## config.mk

```make
export PLATFORM = sky130hd
export DESIGN_NAME = pc_fetch_sequencer_flat
export DESIGN_NICKNAME = d
export VERILOG_FILES = /design/src/rtl/riscv_pkg.sv /design/src/rtl/pc_fetch_sequencer_if.sv /design/src/rtl/pc_redirect_ctrl.sv /design/src/rtl/pc_fetch_sequencer.sv /design/src/flat_wrapper.sv
export SDC_FILE = /design/constraint.sdc
export NUM_CORES = 1
export LEC_CHECK = 0
export CAP_MARGIN = 0
export CORE_ASPECT_RATIO = 1.75
export CORE_UTILIZATION = 25
export DETAILED_ROUTE_END_ITERATION = 16
export PLACE_DENSITY_LB_ADDON = 0.08
export SLEW_MARGIN = 5
export SYNTH_ARGS = -nofsm -noshare
export SYNTH_HDL_FRONTEND = slang
export SYNTH_SLANG_ARGS = --single-unit
```

## constraint.sdc

```tcl
create_clock -name clk_i -period 2.13 [get_ports clk_i]
set_clock_uncertainty 0.05 [all_clocks]
set_input_delay 0.426 -clock clk_i [delete_from_list [all_inputs] [get_ports clk_i]]
set_output_delay 0.426 -clock clk_i [all_outputs]
set_load 0.005 [all_outputs]
```

## src/rtl/riscv_pkg.sv

```systemverilog
// Shared fetch-side definitions: sequencer state encoding, PC step and reset
// vector defaults, plus a small alignment helper used by the redirect logic.
package riscv_pkg;

  typedef enum logic [1:0] {
    IDLE = 2'd0,
    REQ  = 2'd1,
    WAIT = 2'd2,
    OUT  = 2'd3
  } fetch_state_e;

  localparam int unsigned PC_INCR              = 4;
  localparam logic [31:0] DEFAULT_RESET_VECTOR = 32'h0000_0000;

  // True when the address points at a 32-bit instruction boundary.
  function automatic logic is_word_aligned(input logic [31:0] addr);
    return (addr & 32'h0000_0003) == 32'h0000_0000;
  endfunction

endpackage

```

## src/rtl/pc_fetch_sequencer_if.sv

```systemverilog
// Instruction-memory request/grant/response bus. The fetch sequencer is the
// master; the instruction memory (or a testbench model of it) is the slave.
interface pc_fetch_sequencer_if;

  logic        imem_req_o;
  logic [31:0] imem_addr_o;
  logic        imem_gnt_i;
  logic        imem_rvalid_i;
  logic [31:0] imem_rdata_i;

  modport master (
    output imem_req_o,
    output imem_addr_o,
    input  imem_gnt_i,
    input  imem_rvalid_i,
    input  imem_rdata_i
  );

  modport slave (
    input  imem_req_o,
    input  imem_addr_o,
    output imem_gnt_i,
    output imem_rvalid_i,
    output imem_rdata_i
  );

endinterface

```

## src/rtl/pc_redirect_ctrl.sv

```systemverilog
// Redirect front end for the fetch sequencer. Picks the redirect target
// (JALR beats branch), rejects misaligned targets with a one-cycle flag, and
// decides whether a redirect can be applied to the PC right now or must be
// parked as a pending target while an in-flight fetch is killed.
module pc_redirect_ctrl
  import riscv_pkg::*;
(
  input  logic         clk_i,
  input  logic         rst_i,
  input  fetch_state_e state_i,
  input  logic         rvalid_i,
  input  logic         branch_taken_i,
  input  logic [31:0]  branch_target_i,
  input  logic         jalr_i,
  input  logic [31:0]  jalr_target_i,
  output logic         redirect_now_o,
  output logic [31:0]  redirect_pc_o,
  output logic         kill_o,
  output logic [31:0]  pending_pc_o,
  output logic         misalign_o
);

  logic        redirect_req;
  logic        redirect_ok;
  logic [31:0] target;
  logic        kill_d,       kill_q;
  logic [31:0] pending_pc_d, pending_pc_q;
  logic        misalign_d,   misalign_q;

  // Select the target, classify it, and work out the kill/pending update.
  // In IDLE and OUT nothing is in flight, so the PC can be redirected at
  // once; in REQ/WAIT the outstanding fetch must be killed first unless its
  // response lands this very cycle, in which case it is simply dropped.
  always_comb begin
    redirect_req   = jalr_i | branch_taken_i;
    target         = jalr_i ? (jalr_target_i & 32'hFFFF_FFFE) : branch_target_i;
    redirect_ok    = redirect_req && is_word_aligned(target);
    misalign_d     = redirect_req && !is_word_aligned(target);
    redirect_now_o = 1'b0;
    kill_d         = kill_q;
    pending_pc_d   = pending_pc_q;
    unique case (state_i)
      IDLE, OUT: begin
        redirect_now_o = redirect_ok;
      end
      REQ: begin
        if (redirect_ok) begin
          kill_d       = 1'b1;
          pending_pc_d = target;
        end
      end
      WAIT: begin
        if (rvalid_i) begin
          kill_d         = 1'b0;
          redirect_now_o = redirect_ok;
        end else if (redirect_ok) begin
          kill_d       = 1'b1;
          pending_pc_d = target;
        end
      end
      default: begin
        redirect_now_o = 1'b0;
      end
    endcase
  end

  // Kill flag, parked target and misalignment pulse registers.
  always_ff @(posedge clk_i) begin
    if (rst_i) begin
      kill_q       <= 1'b0;
      pending_pc_q <= 32'h0000_0000;
      misalign_q   <= 1'b0;
    end else begin
      kill_q       <= kill_d;
      pending_pc_q <= pending_pc_d;
      misalign_q   <= misalign_d;
    end
  end

  assign redirect_pc_o = target;
  assign kill_o        = kill_q;
  assign pending_pc_o  = pending_pc_q;
  assign misalign_o    = misalign_q;

endmodule

```

## src/rtl/pc_fetch_sequencer.sv

```systemverilog
// Program counter owner and single-outstanding instruction fetch sequencer.
// Walks IDLE -> REQ -> WAIT -> OUT for every instruction, presenting one
// fetched word at a time to decode, holding it under stall and dropping it
// (or the in-flight fetch) when execute redirects the PC.
module pc_fetch_sequencer #(
  parameter logic [31:0] RESET_VECTOR = riscv_pkg::DEFAULT_RESET_VECTOR,
  parameter int unsigned PC_INCR      = riscv_pkg::PC_INCR
) (
  input  logic                        clk_i,
  input  logic                        rst_i,
  input  logic                        stall_i,
  input  logic                        branch_taken_i,
  input  logic [31:0]                 branch_target_i,
  input  logic                        jalr_i,
  input  logic [31:0]                 jalr_target_i,
  pc_fetch_sequencer_if.master        imem_bus,
  output logic                        instr_valid_o,
  output logic [31:0]                 instr_o,
  output logic [31:0]                 instr_pc_o,
  output logic                        misalign_o
);

  import riscv_pkg::*;

  fetch_state_e state_d, state_q;
  logic [31:0]  pc_d, pc_q;
  logic [31:0]  instr_d, instr_q;
  logic [31:0]  instr_pc_d, instr_pc_q;
  logic         instr_valid_d, instr_valid_q;

  logic         redirect_now;
  logic [31:0]  redirect_pc;
  logic         kill;
  logic [31:0]  pending_pc;

  pc_redirect_ctrl u_redirect (
    .clk_i           (clk_i),
    .rst_i           (rst_i),
    .state_i         (state_q),
    .rvalid_i        (imem_bus.imem_rvalid_i),
    .branch_taken_i  (branch_taken_i),
    .branch_target_i (branch_target_i),
    .jalr_i          (jalr_i),
    .jalr_target_i   (jalr_target_i),
    .redirect_now_o  (redirect_now),
    .redirect_pc_o   (redirect_pc),
    .kill_o          (kill),
    .pending_pc_o    (pending_pc),
    .misalign_o      (misalign_o)
  );

  // Next-state logic. The PC only moves when no fetch is outstanding, so the
  // request address stays stable from REQ entry until the grant.
  always_comb begin
    state_d       = state_q;
    pc_d          = pc_q;
    instr_d       = instr_q;
    instr_pc_d    = instr_pc_q;
    instr_valid_d = instr_valid_q;
    unique case (state_q)
      IDLE: begin
        state_d = REQ;
        if (redirect_now) begin
          pc_d = redirect_pc;
        end
      end
      REQ: begin
        if (imem_bus.imem_gnt_i) begin
          state_d = WAIT;
        end
      end
      WAIT: begin
        if (imem_bus.imem_rvalid_i) begin
          if (redirect_now) begin
            pc_d    = redirect_pc;
            state_d = REQ;
          end else if (kill) begin
            pc_d    = pending_pc;
            state_d = REQ;
          end else begin
            instr_d       = imem_bus.imem_rdata_i;
            instr_pc_d    = pc_q;
            instr_valid_d = 1'b1;
            state_d       = OUT;
          end
        end
      end
      OUT: begin
        if (redirect_now) begin
          instr_valid_d = 1'b0;
          pc_d          = redirect_pc;
          state_d       = REQ;
        end else if (!stall_i) begin
          instr_valid_d = 1'b0;
          pc_d          = pc_q + 32'(PC_INCR);
          state_d       = REQ;
        end
      end
      default: begin
        state_d = IDLE;
      end
    endcase
  end

  // State, PC and presented-instruction registers.
  always_ff @(posedge clk_i) begin
    if (rst_i) begin
      state_q       <= IDLE;
      pc_q          <= RESET_VECTOR;
      instr_q       <= 32'h0000_0000;
      instr_pc_q    <= 32'h0000_0000;
      instr_valid_q <= 1'b0;
    end else begin
      state_q       <= state_d;
      pc_q          <= pc_d;
      instr_q       <= instr_d;
      instr_pc_q    <= instr_pc_d;
      instr_valid_q <= instr_valid_d;
    end
  end

  assign imem_bus.imem_req_o  = (state_q == REQ);
  assign imem_bus.imem_addr_o = pc_q;
  assign instr_valid_o        = instr_valid_q;
  assign instr_o              = instr_q;
  assign instr_pc_o           = instr_pc_q;

endmodule
```

## src/flat_wrapper.sv

```systemverilog
// flat-port wrapper written by rule: the top's interface ports become plain ports
module pc_fetch_sequencer_flat import riscv_pkg::*;
#(
  parameter logic [31:0] RESET_VECTOR = riscv_pkg::DEFAULT_RESET_VECTOR,
  parameter int unsigned PC_INCR      = riscv_pkg::PC_INCR
)
  (clk_i, rst_i, stall_i, branch_taken_i, branch_target_i, jalr_i, jalr_target_i, instr_valid_o, instr_o, instr_pc_o, misalign_o, imem_bus_imem_req_o, imem_bus_imem_addr_o, imem_bus_imem_gnt_i, imem_bus_imem_rvalid_i, imem_bus_imem_rdata_i);
  pc_fetch_sequencer_if imem_bus_i ();
  input  logic clk_i;
  input  logic rst_i;
  input  logic stall_i;
  input  logic branch_taken_i;
  input  logic [31:0] branch_target_i;
  input  logic jalr_i;
  input  logic [31:0] jalr_target_i;
  output logic instr_valid_o;
  output logic [31:0] instr_o;
  output logic [31:0] instr_pc_o;
  output logic misalign_o;
  output wire logic [$bits(imem_bus_i.imem_req_o)-1:0] imem_bus_imem_req_o;
  output wire logic [$bits(imem_bus_i.imem_addr_o)-1:0] imem_bus_imem_addr_o;
  input wire logic [$bits(imem_bus_i.imem_gnt_i)-1:0] imem_bus_imem_gnt_i;
  input wire logic [$bits(imem_bus_i.imem_rvalid_i)-1:0] imem_bus_imem_rvalid_i;
  input wire logic [$bits(imem_bus_i.imem_rdata_i)-1:0] imem_bus_imem_rdata_i;
  assign imem_bus_imem_req_o = imem_bus_i.imem_req_o;
  assign imem_bus_imem_addr_o = imem_bus_i.imem_addr_o;
  assign imem_bus_i.imem_gnt_i = imem_bus_imem_gnt_i;
  assign imem_bus_i.imem_rvalid_i = imem_bus_imem_rvalid_i;
  assign imem_bus_i.imem_rdata_i = imem_bus_imem_rdata_i;
  pc_fetch_sequencer #(.RESET_VECTOR(RESET_VECTOR), .PC_INCR(PC_INCR)) u_core (.clk_i(clk_i), .rst_i(rst_i), .stall_i(stall_i), .branch_taken_i(branch_taken_i), .branch_target_i(branch_target_i), .jalr_i(jalr_i), .jalr_target_i(jalr_target_i), .imem_bus(imem_bus_i), .instr_valid_o(instr_valid_o), .instr_o(instr_o), .instr_pc_o(instr_pc_o), .misalign_o(misalign_o));
endmodule
```

==> impl_summary.txt, run 1 <==
----------------------------------------------------
[Outcome]
  Status ... finished, final reports clean

[Floorplanning]
  Starting density of the core ... 25.4%
  Die extent in y ... 214 um
  Number of cell rows ... 77
  IO Count ... 202
  Horiz. Die Dim ... 123 um
  Core ar. ... 25100 um^2
  Overall die area ... 26200 um^2

[Run]
  Maximum Capacitance Violations ... 0

[Route]
  Vias ... 6509
  Final wirelength ... 23.9 mm
  Wire length per cell ... 17.4 um
  Initial DRC count ... 300
  Pre-antenna DRT Iters ... 4
  Remaining design rule violation count ... 0
  Vias per inst ... 4.73
  Count of antenna-violating nets left after detailed routing ... 0

[Clock tree]
  Number of buffers created by CTS ... 17
  Clk pin slew, worst setup/hold paths ... 0.06 ns
  CTS tree ... yes
  CTS hold repair buffers ... 0
  Number of H-tree branching levels ... 4
  Max Buffers Root-to-Sink ... 2
  Total clock sinks ... 133
  Master cell of the clock root buffer ... sky130_fd_sc_hd__clkbuf_16
  Clock latency reported for the late side of the worst-skew pair ... 0.44 ns

[Layout]
  Post-layout net count ... 1158
  Inserted Diodes ... 0
  Cell area after layout ... 10700 um^2
  Number of filler instances in the final layout ... 2540
  Layout cell share with drive strength beyond 1 ... 23.2%
  Area growth from synthesis to layout ... 67.0%

[STA]
  Final worst-path cycle share ... 99.4%
  WHS ... 0.263 ns
  Headroom to the max-slew limit ... 67.3%
  Number of failing setup endpoints in the final timing report ... 0
  Number of failing hold endpoints at the final stage ... 0
  Worst-margin pin slew ... 0.490 ns
  Achievable frequency ... 473 MHz
  Final number of max-transition violations ... 0
  Time the worst path needs with I/O delays and setup ... 2.12 ns
  Unrepaired setup endpoints after global routing ... yes

[Synthesis]
  Fraction of the yosys area taken by sequential cells ... 41.7%
  Share of flip-flops with an asynchronous set or reset after synthesis ... 0%
  Top cells by area in the synthesized netlist ... sky130_fd_sc_hd__dfxtp_1, sky130_fd_sc_hd__nand2_1, sky130_fd_sc_hd__a21oi_1
  Number of synthesized flops with an enable pin ... 0
  Share of the synthesized area in the top cell type ... 41.7%
  Number of different library cells in the post-synthesis netlist ... 71
  Post-synthesis instance area ... 6390 um^2
  Net count after synthesis ... 883
  Flip-flop and latch count after synthesis ... 133
  Top cell type by total area after synthesis ... sky130_fd_sc_hd__dfxtp_1
  Total number of yosys warnings ... 0
  Primary flip-flop cell chosen by synthesis mapping ... sky130_fd_sc_hd__dfxtp_1
  Average cell area after synthesis ... 8.26 um^2
  Post-synthesis instance total ... 774

[Pwr]
  Switching part of the total ... 28.6%
  P_sw ... 0.00245 W
  Leakage power ... 3.96 nW
  Pwr/cell area ... 803 nW/um^2
  Peak supply drop ... 0.000598 V
  Combinational fraction of design power ... 28.1%
  Internal Pwr Total ... 0.00613 W
  Part of the power in the clock network ... 38.3%
  Sequential Power Share ... 33.5%

[Global route]
  Largest net degree at the start of global routing ... 60
  Via count of the first global-routing pass ... 6310
  Remaining global-route overflow ... 0
  Wire length of the first global-routing pass ... 36.3 mm
  Total routing resource utilization after global routing ... 18.7%
  Antenna violations before repair ... 0

[Place]
  DP HPWL ... 16.5 mm
  Post-detailed-placement cell area ... 9260 um^2
  Routability congestion estimate ... 0.821
  Count of buffers inserted at the top-level ports ... 200

[Setup path]
  Launching element type of the critical path ... register
  Element type at the critical path end ... register
  Setup Crit Path Kind ... register to register
  Data arrival time of the critical path ... 2.38 ns
  Required time at the endpoint of the critical path ... 2.39 ns
  Worst Path Max Fanout ... 8

[Worst hold path]
  Class of the tightest hold or removal check ... input pin to register

----------------------------------------------------
==> Yosys cell counts (5+ instances only) <==
library cell                count
sky130_fd_sc_hd__and2_1         7
sky130_fd_sc_hd__nor2_1        72
sky130_fd_sc_hd__a221oi_1       5
sky130_fd_sc_hd__nand2b_1       5
sky130_fd_sc_hd__o21ai_0       23
sky130_fd_sc_hd__o2bb2ai_1      6
sky130_fd_sc_hd__dfxtp_1      133
sky130_fd_sc_hd__nand4_1        5
sky130_fd_sc_hd__a211oi_1      39
sky130_fd_sc_hd__nand2_1      149
sky130_fd_sc_hd__mux2i_1       31
sky130_fd_sc_hd__nor3_1        10
sky130_fd_sc_hd__clkbuf_1      29
sky130_fd_sc_hd__buf_6         11
sky130_fd_sc_hd__a22oi_1        6
sky130_fd_sc_hd__a21oi_1       93
sky130_fd_sc_hd__o32ai_1       11
sky130_fd_sc_hd__ha_1           6
sky130_fd_sc_hd__inv_1         21
sky130_fd_sc_hd__buf_2         15
sky130_fd_sc_hd__and3_1         5
sky130_fd_sc_hd__nand3_1        9
==> placed cells by master, fill, tap and decap left out, types with 5 or more instances in the layout <==
master / count
sky130_fd_sc_hd__clkdlybuf4s50_1: 195
sky130_fd_sc_hd__nand2_1: 140
sky130_fd_sc_hd__dfxtp_1: 130
sky130_fd_sc_hd__buf_4: 83
sky130_fd_sc_hd__a21oi_1: 71
sky130_fd_sc_hd__nor2_1: 66
sky130_fd_sc_hd__a211oi_1: 38
sky130_fd_sc_hd__mux2i_1: 31
sky130_fd_sc_hd__a21oi_2: 21
sky130_fd_sc_hd__inv_1: 18
sky130_fd_sc_hd__clkbuf_16: 18
sky130_fd_sc_hd__o21ai_0: 17
sky130_fd_sc_hd__buf_6: 15
sky130_fd_sc_hd__o32ai_1: 9
sky130_fd_sc_hd__nand3_1: 9
sky130_fd_sc_hd__nor3_1: 8
sky130_fd_sc_hd__buf_12: 8
sky130_fd_sc_hd__nor2_2: 7
sky130_fd_sc_hd__nand2_4: 7
sky130_fd_sc_hd__a221oi_2: 7
sky130_fd_sc_hd__and2_1: 6
sky130_fd_sc_hd__a22oi_1: 6
sky130_fd_sc_hd__nand2b_1: 5
sky130_fd_sc_hd__and3_1: 5
sky130_fd_sc_hd__o21ai_1: 5
sky130_fd_sc_hd__nand4_1: 5
sky130_fd_sc_hd__bufinv_16: 5
==> power by group through the flow <==
stage / registers [W] / logic (W) / clock network (W)
2_1_floorplan: 0.00297 / 0.000875 / 0
3_3_place_gp: 0.00291 / 0.00216 / 0
3_5_place_dp: 0.00291 / 0.00215 / 0
4_1_cts: 0.00286 / 0.00232 / 0.00338
5_1_grt: 0.00291 / 0.00263 / 0.00346
6_report: 0.00288 / 0.00241 / 0.00329
==> state kept, by name, summed over array words and instances, names as in the netlist <==
name / flops
u_core.imem_bus.imem_addr_o: 32
u_core.instr_o: 32
u_core.instr_pc_o: 32
u_core.instr_valid_o: 1
u_core.state_q: 2
u_core.u_redirect.kill_o: 1
u_core.u_redirect.misalign_o: 1
u_core.u_redirect.pending_pc_o: 32
==> worst max-delay path, cell delays in order, from the launching register on <==
cell and delay, ns:
sky130_fd_sc_hd__dfxtp_2 0.33, sky130_fd_sc_hd__inv_2 0.05, sky130_fd_sc_hd__ha_4 0.26, sky130_fd_sc_hd__a21bo_4 0.23, sky130_fd_sc_hd__o211a_1 0.15, sky130_fd_sc_hd__buf_12 0.15
sky130_fd_sc_hd__nor2_4 0.18, sky130_fd_sc_hd__buf_12 0.17, sky130_fd_sc_hd__buf_4 0.12, sky130_fd_sc_hd__o21ai_0 0.07, sky130_fd_sc_hd__a21oi_1 0.16, sky130_fd_sc_hd__nor3_1 0.07
==> worst paths after layout <==
path                                        start  cells after the start                         endpoint  slack [ns]
worst min register to register  u_core.instr_o[6]                      2                u_core.instr_o[6]        0.40
worst max-delay path            u_core.state_q[0]                     11  u_core.imem_bus.imem_addr_o[13]        0.01
worst min-delay path                        rst_i                      2  u_core.imem_bus.imem_addr_o[27]        0.26
worst max register to register  u_core.state_q[0]                     11  u_core.imem_bus.imem_addr_o[13]        0.01
==> layer usage <==
metal / share of wire [%] / GRT usage [%] / vias up
met4: 2.6 / 8.07 / 0
met3: 4.1 / 3.46 / 29
met5: 0 / 0 / -
met1: 42 / 21.5 / 3025
met2: 51 / 33.2 / 163
li1: - / - / 3292
==> layout make-up <==
cell class / instances / area, um^2 / share of cell area, %
Multi-Input combinational cell: 565 / 3790 / 35.5
Timing Repair Buffer: 311 / 3090 / 29.0
Sequential cell: 133 / 2670 / 25.0
Clock buffer: 22 / 474 / 4.44
Tap cell: 316 / 395 / 3.70
Clock inverter: 9 / 174 / 1.63
Inverter: 21 / 78.8 / 0.738
==> cell families (layout without fill, tap and decap cells) <==
group	Yosys count	after routing	share of synthesized area (%)
buffers and inverters	78	363	6.28
adders and majority gates	6	6	1.17
AOI/OAI and AO/OA	225	225	23.3
xor gates and xnor gates	7	7	0.959
DFF	133	133	41.7
muxes	31	31	4.85
and+or+nand+nor	294	296	21.8
==> through the flow <==
step	TNS, ns	instances	utilization, %	worst slack [ns]	power [W]
detailed placement	-39.48	1326	36.8	-0.469	0.00507
finish	0	1377	42.5	0.0136	0.00857
CTS	-0.256	1374	40.9	-0.0625	0.00857
global placement	-37.08	1326	36.8	-0.484	0.00507
floorplan	0	774	-	0.00582	0.00385
global route	-2.16	1377	42.5	-0.0984	0.00900
==> what timing repair did <==
action                                  CTS  global route
setup buffers                            10             5
pin swaps                                13            32
cloned                                    8             1
endpoints found under the setup margin   95            80
gates resized for setup                  37            88
Power figures use the tool's default switching activity.
==> inputs of run 2 (changes only) <==
--- a/config.mk
+++ b/config.mk
@@ -8,6 +8,7 @@
 export CAP_MARGIN = 0
 export CORE_ASPECT_RATIO = 1.75
 export CORE_UTILIZATION = 25
+export CTS_CLUSTER_DIAMETER = 80
 export DETAILED_ROUTE_END_ITERATION = 16
 export PLACE_DENSITY_LB_ADDON = 0.08
 export SLEW_MARGIN = 5
==> results of run 2 <==
Same layout as run 1: the final DEF is identical, and so are final timing and power.
==> inputs of run 3 (changes only) <==
--- a/config.mk
+++ b/config.mk
@@ -8,6 +8,7 @@
 export CAP_MARGIN = 0
 export CORE_ASPECT_RATIO = 1.75
 export CORE_UTILIZATION = 25
+export CTS_BUF_LIST = sky130_fd_sc_hd__clkbuf_4 sky130_fd_sc_hd__clkbuf_8
 export CTS_CLUSTER_DIAMETER = 80
 export DETAILED_ROUTE_END_ITERATION = 16
 export PLACE_DENSITY_LB_ADDON = 0.08
==> impl_summary.txt, run 3 (synthesis results as in run 1) <==
----------------------------------------------------
[Setup path]
  Data arrival time of the critical path ... 2.46 ns (was 2.38 ns)
  Worst flop-to-flop path endpoint ... u_core.imem_bus.imem_addr_o[14] (was u_core.imem_bus.imem_addr_o[13])
  R2r setup slk ... 0.004 ns (was 0.01 ns)
  Library cell contributing the largest single delay on the critical path ... sky130_fd_sc_hd__dfxtp_2 (unchanged)
  Element type at the critical path end ... register (unchanged)
  Setup Crit Path Kind ... register to register (unchanged)
  Total buffers and inverters traversed by the critical path ... 4 (unchanged)
  Worst Path Max Fanout ... 17 (was 8)
  Required time at the endpoint of the critical path ... 2.46 ns (was 2.39 ns)
  Launching element type of the critical path ... register (unchanged)
  Most repeated library cell on the critical path ... sky130_fd_sc_hd__buf_12 (unchanged)
  Cells on worst reg2reg path ... 10 (was 11)
  R2R Path Start ... u_core.state_q[0] (unchanged)
  Cells traversed along the worst timing path ... inv_2 > ha_4 > a21bo_4 > o211a_1 > buf_12 > buf_4 > o21ai_4 > buf_12 > a21oi_1 > a221oi_2 (was inv_2 > ha_4 > a21bo_4 > o211a_1 > buf_12 > nor2_4 > buf_12 > buf_4 > o21ai_0 > a21oi_1 > nor3_1)
  Max incr delay on CP ... 0.34 ns (was 0.33 ns)
  Cell type group with the largest total delay on the critical path ... compound AO/OA/AOI/OAI gates (unchanged)

[Pwr]
  Peak supply drop ... 0.000400 V (was 0.000598 V)
  Pwr/cell area ... 739 nW/um^2 (was 803 nW/um^2)
  Leakage power ... 3.92 nW (was 3.96 nW)
  Power, Total ... 0.00790 W (was 0.00857 W)

[Route]
  Remaining design rule violation count ... 0 (unchanged)
  Count of antenna-violating nets left after detailed routing ... 0 (unchanged)
  Vias ... 6601 (was 6509)
  Vias per inst ... 4.77 (was 4.73)
  Final wirelength ... 24.5 mm (was 23.9 mm)
  Initial DRC count ... 365 (was 300)
  Pre-antenna DRT Iters ... 5 (was 4)
  Wire length per cell ... 17.7 um (was 17.4 um)

[Clock tree]
  Clk pin slew, worst setup/hold paths ... 0.08 ns (was 0.06 ns)
  Master cell of the clock root buffer ... sky130_fd_sc_hd__clkbuf_8 (was sky130_fd_sc_hd__clkbuf_16)
  CTS hold repair buffers ... 0 (unchanged)
  Total clock sinks ... 133 (unchanged)
  Clock latency reported for the late side of the worst-skew pair ... 0.47 ns (was 0.44 ns)
  CTS tree ... yes (unchanged)
  Max Buffers Root-to-Sink ... 2 (unchanged)
  Number of buffers created by CTS ... 17 (unchanged)
  Number of H-tree branching levels ... 4 (unchanged)

[Global route]
  Via count of the first global-routing pass ... 6301 (was 6310)
  Largest net degree at the start of global routing ... 60 (unchanged)
  Wire length of the first global-routing pass ... 36.0 mm (was 36.3 mm)
  Antenna violations before repair ... 0 (unchanged)
  Total routing resource utilization after global routing ... 18.5% (was 18.7%)
  Remaining global-route overflow ... 0 (unchanged)

[Layout]
  Layout cell share with drive strength beyond 1 ... 24.8% (was 23.2%)
  Area growth from synthesis to layout ... 67.2% (was 67.0%)
  Post-layout net count ... 1164 (was 1158)
  Inserted Diodes ... 0 (unchanged)
  Count of non-filler cells in the finished layout ... 1383 (was 1377)
  Most common cell after layout, fill and taps aside ... sky130_fd_sc_hd__clkdlybuf4s50_1 (unchanged)
  Most used cells in the layout excluding fill and tap cells ... sky130_fd_sc_hd__clkdlybuf4s50_1, sky130_fd_sc_hd__nand2_1, sky130_fd_sc_hd__dfxtp_1, sky130_fd_sc_hd__buf_4, sky130_fd_sc_hd__a21oi_1 (unchanged)
  Final core occ ... 42.5% (about the same)

[Floorplanning]
  Number of cell rows ... 77 (unchanged)
  Core ar. ... 25100 um^2 (unchanged)
  Die extent in y ... 214 um (unchanged)
  Starting density of the core ... 25.4% (unchanged)
  Horiz. Die Dim ... 123 um (unchanged)
  IO Count ... 202 (unchanged)
  Overall die area ... 26200 um^2 (unchanged)

[STA]
  Final worst-path cycle share ... 99.8% (was 99.4%)
  Time the worst path needs with I/O delays and setup ... 2.13 ns (was 2.12 ns)
  Worst-margin pin slew ... 0.492 ns (was 0.490 ns)
  Number of failing setup endpoints in the final timing report ... 0 (unchanged)
  Headroom to the max-slew limit ... 67.2% (was 67.3%)
  Achievable frequency ... 470 MHz (was 473 MHz)
  Unrepaired setup endpoints after global routing ... yes (unchanged)
  Final number of max-transition violations ... 0 (unchanged)
  Number of failing hold endpoints at the final stage ... 0 (unchanged)

[Place]
  Routability congestion estimate ... 0.821 (unchanged)
  DP HPWL ... 16.5 mm (unchanged)
  Count of buffers inserted at the top-level ports ... 200 (unchanged)
  Placed Cells incl. Taps ... 1326 (unchanged)

[Worst hold path]
  Class of the tightest hold or removal check ... input pin to register (unchanged)
  Hold worst-path end ... u_core.imem_bus.imem_addr_o[27] (unchanged)
  Worst Hold Depth ... 2 (unchanged)
  Hold path start ... rst_i (unchanged)

[Outcome]
  Status ... finished, final reports clean (unchanged)

[Run]
  Maximum Capacitance Violations ... 0 (unchanged)

----------------------------------------------------
==> run 3: per-stage QoR <==
stage / hold WS [ns] / cell area [um^2] / TNS, ns / worst slack [ns]
floorplan: 0.403 / 6390 / 0 / 0.00582
global placement: 0.392 / 9260 / -37.08 / -0.484
detailed placement: 0.396 / 9260 / -39.48 / -0.469
CTS: 0.195 / 10100 / -0.224 / -0.0589
global route: 0.218 / 10700 / -1.19 / -0.0638
finish: 0.234 / 10700 / 0 / 0.00394
==> run 3: metal layers <==
layer  up-vias  GRT usage (%)  share of wire [%]
met1      3064           21.2                 41
met3        44           3.40                4.4
met4         0           9.13                3.2
met5         -              0                  0
met2       191           32.5                 51
li1       3302              -                  -
==> run 3: area by class of cell <==
type / instances / area [um^2]
fillers: 2546 / 14500
clock buffers: 22 / 290
inverters: 21 / 81.3
flip-flops and latches: 133 / 2670
repair buffers: 316 / 3200
well taps: 316 / 395
multi-input cells: 566 / 3880
clock inverters: 9 / 174
==> run 3: worst max path at each step <==
stage                        from                              end  depth (start not counted)
6_report        u_core.state_q[0]  u_core.imem_bus.imem_addr_o[14]                         10
5_1_grt         u_core.state_q[1]   u_core.imem_bus.imem_addr_o[7]                         11
4_1_cts         u_core.state_q[0]  u_core.imem_bus.imem_addr_o[30]                         10
3_5_place_dp   branch_target_i[0]  u_core.imem_bus.imem_addr_o[26]                          8
3_3_place_gp   branch_target_i[0]  u_core.imem_bus.imem_addr_o[26]                          8
2_1_floorplan   u_core.state_q[0]  u_core.imem_bus.imem_addr_o[10]                          9
==> run 3: what timing repair did <==
action                     CTS  global route
pin swaps                   10            44
buffers inserted             6             8
setup endpoints to repair   97            88
resized for setup           36           102
cloned                       6             6
==> run 3: where the power goes <==
| group | total (W) | internal (W) | switching [W] |
|---|---|---|---|
| Sequential | 0.00287 | 0.00271 | 0.000167 |
| Combinational | 0.00249 | 0.00130 | 0.00119 |
| Clock | 0.00253 | 0.00150 | 0.00103 |
